<file path="src/rtl/kplic_claim_complete_pkg.sv">
// Shared definitions for the KPLIC target-side claim/complete slice.
// Holds the default source count and field widths, plus the claim FSM state type.
package kplic_claim_complete_pkg;

  localparam int KPLIC_NUM_INT = 8;
  localparam int KPLIC_PRIO_W  = 3;
  localparam int KPLIC_ID_W    = 4;

  typedef enum logic [1:0] {
    ST_IDLE   = 2'd0,
    ST_RESP   = 2'd1,
    ST_SETTLE = 2'd2
  } claim_state_e;

endpackage

</file>
<file path="src/rtl/kplic_prio_arb.sv">
// Combinational priority arbiter for KPLIC.
// Picks the pending source with the highest non-zero priority. On a priority tie,
// the lowest ID wins. IDs are 1-based, and 0/0 means that no source is a candidate.
module kplic_prio_arb
  import kplic_claim_complete_pkg::*;
#(
  parameter int NUM_INT = KPLIC_NUM_INT,
  parameter int PRIO_W  = KPLIC_PRIO_W,
  parameter int ID_W    = KPLIC_ID_W
) (
  input  logic [NUM_INT-1:0]        pending,
  input  logic [NUM_INT*PRIO_W-1:0] int_prio,
  output logic [ID_W-1:0]           win_id,
  output logic [PRIO_W-1:0]         win_prio
);

  // Scan sources from ID 1 upward and take a source only on a strictly higher priority.
  // This keeps the lowest ID on ties, and the zero start value drops priority-0 sources.
  always_comb begin
    win_id   = '0;
    win_prio = '0;
    for (int i = 0; i < NUM_INT; i++) begin
      if (pending[i] && (int_prio[i*PRIO_W +: PRIO_W] > win_prio)) begin
        win_id   = ID_W'(i + 1);
        win_prio = int_prio[i*PRIO_W +: PRIO_W];
      end
    end
  end

endmodule

</file>
<file path="src/rtl/kplic_claim_complete.sv">
// KPLIC target-side claim/complete handler.
// Collects gateway requests into pending bits and arbitrates them.
// Drives the hart's external interrupt line, serves claim reads,
// and returns completion pulses to the owning gateway.
module kplic_claim_complete
  import kplic_claim_complete_pkg::*;
#(
  parameter int NUM_INT = KPLIC_NUM_INT,
  parameter int PRIO_W  = KPLIC_PRIO_W,
  parameter int ID_W    = KPLIC_ID_W
) (
  input  logic                      kplic_clk,
  input  logic                      kplic_rstn,
  input  logic [NUM_INT-1:0]        valid_int_req,
  input  logic [NUM_INT*PRIO_W-1:0] int_prio,
  input  logic [PRIO_W-1:0]         threshold,
  input  logic                      claim_rd,
  output logic                      claim_rsp_valid,
  output logic [ID_W-1:0]           claim_id,
  output logic                      claim_busy,
  input  logic                      complete_wr,
  input  logic [ID_W-1:0]           complete_id,
  output logic [NUM_INT-1:0]        int_completion,
  output logic [NUM_INT-1:0]        int_pending,
  output logic                      ext_int_eip
);

  claim_state_e        state_q;
  claim_state_e        state_d;
  logic [NUM_INT-1:0]  pending;
  logic [NUM_INT-1:0]  in_service;
  logic [ID_W-1:0]     best_id;
  logic [PRIO_W-1:0]   best_prio;
  logic [ID_W-1:0]     arb_id;
  logic [PRIO_W-1:0]   arb_prio;
  logic                claim_fire;
  logic [NUM_INT-1:0]  claim_vec;
  logic [NUM_INT-1:0]  comp_vec;

  kplic_prio_arb #(
    .NUM_INT (NUM_INT),
    .PRIO_W  (PRIO_W),
    .ID_W    (ID_W)
  ) u_arb (
    .pending  (pending),
    .int_prio (int_prio),
    .win_id   (arb_id),
    .win_prio (arb_prio)
  );

  // Claim FSM state register.
  always_ff @(posedge kplic_clk or negedge kplic_rstn) begin
    if (!kplic_rstn) state_q <= ST_IDLE;
    else             state_q <= state_d;
  end

  // Claim FSM next state. A claim read is accepted only in IDLE, and SETTLE gives the arbiter one cycle to refresh.
  always_comb begin
    state_d = state_q;
    case (state_q)
      ST_IDLE:   if (claim_rd) state_d = ST_RESP;
      ST_RESP:   state_d = ST_SETTLE;
      ST_SETTLE: state_d = ST_IDLE;
      default:   state_d = ST_IDLE;
    endcase
  end

  assign claim_fire  = (state_q == ST_RESP);
  assign claim_busy  = (state_q != ST_IDLE);
  assign int_pending = pending;

  // One-hot decode of the claimed source and of a valid completion. Completion is checked against the in_service value from before this cycle.
  always_comb begin
    claim_vec = '0;
    comp_vec  = '0;
    for (int i = 0; i < NUM_INT; i++) begin
      claim_vec[i] = claim_fire && (best_id != '0) && (best_id == ID_W'(i + 1));
      comp_vec[i]  = complete_wr && (complete_id == ID_W'(i + 1)) && in_service[i];
    end
  end

  // Pending and in-service bookkeeping. A new request beats a same-cycle claim, and a claim beats a same-cycle completion of that bit.
  always_ff @(posedge kplic_clk or negedge kplic_rstn) begin
    if (!kplic_rstn) begin
      pending    <= '0;
      in_service <= '0;
    end else begin
      pending    <= (pending & ~claim_vec) | valid_int_req;
      in_service <= (in_service & ~comp_vec) | claim_vec;
    end
  end

  // Registered arbiter result, then registered threshold compare for the hart interrupt line.
  always_ff @(posedge kplic_clk or negedge kplic_rstn) begin
    if (!kplic_rstn) begin
      best_id     <= '0;
      best_prio   <= '0;
      ext_int_eip <= 1'b0;
    end else begin
      best_id     <= arb_id;
      best_prio   <= arb_prio;
      ext_int_eip <= (best_prio > threshold);
    end
  end

  // Claim response and completion pulses. claim_id holds its value until the next response.
  always_ff @(posedge kplic_clk or negedge kplic_rstn) begin
    if (!kplic_rstn) begin
      claim_rsp_valid <= 1'b0;
      claim_id        <= '0;
      int_completion  <= '0;
    end else begin
      claim_rsp_valid <= claim_fire;
      if (claim_fire) claim_id <= best_id;
      int_completion  <= comp_vec;
    end
  end

endmodule
</file>
<file path="config.mk">
export PLATFORM = sky130hd
export DESIGN_NAME = kplic_claim_complete
export DESIGN_NICKNAME = d
export VERILOG_FILES = /design/src/rtl/kplic_claim_complete_pkg.sv /design/src/rtl/kplic_prio_arb.sv /design/src/rtl/kplic_claim_complete.sv
export SDC_FILE = /design/constraint.sdc
export NUM_CORES = 1
export LEC_CHECK = 0
export BUFFER_PORTS_ARGS = -buffer_cell sky130_fd_sc_hd__buf_4
export CAP_MARGIN = 20
export CORE_MARGIN = 4
export CORE_UTILIZATION = 36
export DETAILED_ROUTE_END_ITERATION = 8
export PLACE_DENSITY = 0.56
export SYNTH_ARGS = -nofsm -noshare
export SYNTH_HDL_FRONTEND = slang
export SYNTH_SLANG_ARGS = --single-unit
</file>
<file path="constraint.sdc">
create_clock -name kplic_clk -period 12.3 [get_ports kplic_clk]
set_input_delay 0.615 -clock kplic_clk [delete_from_list [all_inputs] [get_ports kplic_clk]]
set_output_delay 0.615 -clock kplic_clk [all_outputs]
set_load 0.1 [all_outputs]
</file>
==> metrics.txt <==
element type at the critical path end=flop; number of I/O pins=66; Tightest Pin Transition=0.846 ns; category of the critical setup timing path=reg -> reg; pre-CTS setup slack=about 1.7 ns; horizontal die dimension=90.5 µm; Post-Syn Nets=between 300 and 400; final number of max-transition violations=0; Avg Vias per Cell=4.99; CP most frequent cell=sky130_fd_sc_hd__ha_1; achievable frequency=96.7 MHz; worst min-delay path class=in -> async; post-route clock skew=0.00501 ns; reported net switching power=0.254 mW; Max Root-Sink Buffers=2; mean instance size in the synthesized netlist=about 9.2 µm²; initial DRC count=between 70 and 80; proportion of synthesized flip-flops having asynchronous set or reset=100%; required time of the critical path=12.45 ns; largest net degree at the start of global routing=40; element type at the critical path start=flop; cell chosen for the clock root=sky130_fd_sc_hd__clkbuf_8; total track usage=14.3%; wirelength, routed=approximately 5.5 mm; number of hold-slack violations in the final timing report=0; Cell Pwr Density=181 nW/µm²; fin crit period=~10 ns; ant diodes=0; final core utilization=47.9%; post-detailed-route DRC marker count=0; Net Sw Frac=45.2%; clock latency on the worst-skew pair=roughly 0.28 ns; Placement Rows=29; slowest stage delay, CP=around 0.68 ns; area of the die=8180 µm²; Post-CTS Setup Bufs=0; vias in the first global route=between 2k and 2.5k; Logic pwr share=52.9%; Metal-1 WL=around 2.5 mm; placed inst area=just over 3000 µm²; first drt pass iteration count=4; remaining global-route overflow=0; placeable core region=6460 µm²; register bit count reported by yosys=39; total via count in the routed design=slightly above 2k; clock tree from TritonCTS=built; clk slew on worst S/H paths=0.07 ns; met2 routed WL=2.69 mm; non-filler cells, final=413; number of nets in the layout=395; RePlAce Congestion=0.816; clock net sink count=39; antenna violations before repair=0; number of buffers inserted during clock tree synthesis=5; number of hold buffers added after cts=0; ANT nets after route=0; Mapped Area=~2400 µm²; Pint=0.307 mW; first-pass GRT wire length=9.68 mm; sequential area share after synthesis=39.9%; I/O Buffers=65; number of placed instances with taps included=407; number of enable-type register cells in the synthesized netlist=0; post-layout total power=approximately 0.56 mW; total of endpoints with negative setup slack in the final report=0; final design area excluding fillers=roughly 3100 µm²; Max-Slew Margin vs Limit=43.6%; number of levels the H-tree was split into=2; Chip Height=90.5 µm; wire length per cell=13.3 µm; portion of total power attributed to the clock network=13.5%; Max Cap Violations=0; routed length on met3=228 µm; maximum net fanout on the critical path=11; outcome=finished, final reports clean; Synth cell types=55; synthesized instance count=~270; final worst hold slack=about 0.30 ns; synthesis-to-layout area growth=26.5%; Max Used Layer=met4; sequential power share=approximately a third; sum of negative setup slack=0 ns; total of cells resized after clock tree synthesis=0; total leakage power=~1.5 nW; ys flop type=sky130_fd_sc_hd__dfrtp_1; crit path max-delay cell type=sky130_fd_sc_hd__a21oi_1; arrival time reported for the critical path endpoint=10.50 ns; worst reg-to-reg setup slack=1.96 ns; Peak supply drop=63.0 µV; hpwl dp=4.53 mm; fraction of layout instances using a drive strength above 1=27.1%; number of warnings printed during yosys synthesis=0; setup slack of the critical path after layout=1.96 ns; Final Cycle Share=84.1%; setup repair after global routing missed its margin=false; effective utilization at floorplan=37.9%
[flip-flops by register name (all words and copies together), names as in the netlist]
| signal | count |
|---|---|
| best_prio | 3 |
| int_completion | 8 |
| best_id | 4 |
| ext_int_eip | 1 |
| state_q | 2 |
| claim_rsp_valid | 1 |
| int_pending | 8 |
| in_service | 8 |
| claim_id | 4 |
[Yosys cell counts (all sizes together) (6+ instances only)]
master	n	area share [%]
ha	15	7.7
dfrtp	39	40
o21ai	14	3.0
a21o	11	3.4
inv	30	4.6
nand2	45	6.9
nand3	10	2.2
a21oi	9	1.8
nor2b	6	1.8
nor2	14	2.1
[cell families after synthesis]
logic type,Yosys count,share of synthesized area (%)
buffers and inverters,32,4.91
AOI/OAI and AO/OA,64,19.9
and+or+nand+nor,107,21.8
DFF,39,39.9
muxes,8,5.01
adders and majority gates,17,8.49
[cell type report]
class | instances | area, µm²
clock buffers | 6 | 72.6
fillers | 665 | 3360
inverters | 30 | 113
multi-input cells | 196 | 1350
flip-flops and latches | 39 | 976
well taps | 77 | 96.3
repair buffers | 65 | 488
[layout by cell type (no fill, tap or decap), drive strengths merged, types with 3 or more instances in the layout]
master   n
mux2     5
o31ai    3
nand2b   4
ha      15
o21ai   14
a31oi    4
nand3   10
a221oi   3
nor3     5
dfrtp   39
clkbuf   6
buf     65
o21a     4
nor2b    6
mux2i    3
and2     4
nor3b    4
a21oi    9
or2      5
inv     30
a21o    11
nor2    14
nand2   45
[worst max-delay path: cells and delay by family (launching register included)]
kind / cells / cell delay [ns]
mux: 4 / 1.46
flops: 1 / 0.42
compound gates: 19 / 4.61
fa+ha+maj: 7 / 1.88
simple gates: 11 / 1.80
[power by group through the flow]
stage                     registers [mW]  clock network, mW  logic [mW]
after floorplan                    0.268                  0       0.150
after global placement             0.191                  0       0.296
after detailed placement           0.191                  0       0.299
after CTS                          0.188             0.0792       0.300
after global routing               0.193             0.0843       0.326
final                              0.188             0.0757       0.297
[metal layers]
metal  vias up  global-route usage [%]
li1       1079                       -
met1       923                    18.1
met2        52                    24.2
met3         5                    2.67
met4         0                    5.36
met5         -                       0
[final timing paths]
kind                                 from                end  depth (start not counted)
setup / recovery           int_pending[0]       best_prio[0]                         41
hold / removal                 kplic_rstn  int_completion[0]                          1
setup reg to reg           int_pending[0]       best_prio[0]                         41
hold reg to reg             in_service[2]      in_service[2]                          2
max in group asynchronous      kplic_rstn      in_service[5]                          1
min in group kplic_clk      in_service[2]      in_service[2]                          2
No activity file was read; power rests on OpenSTA's default activity.
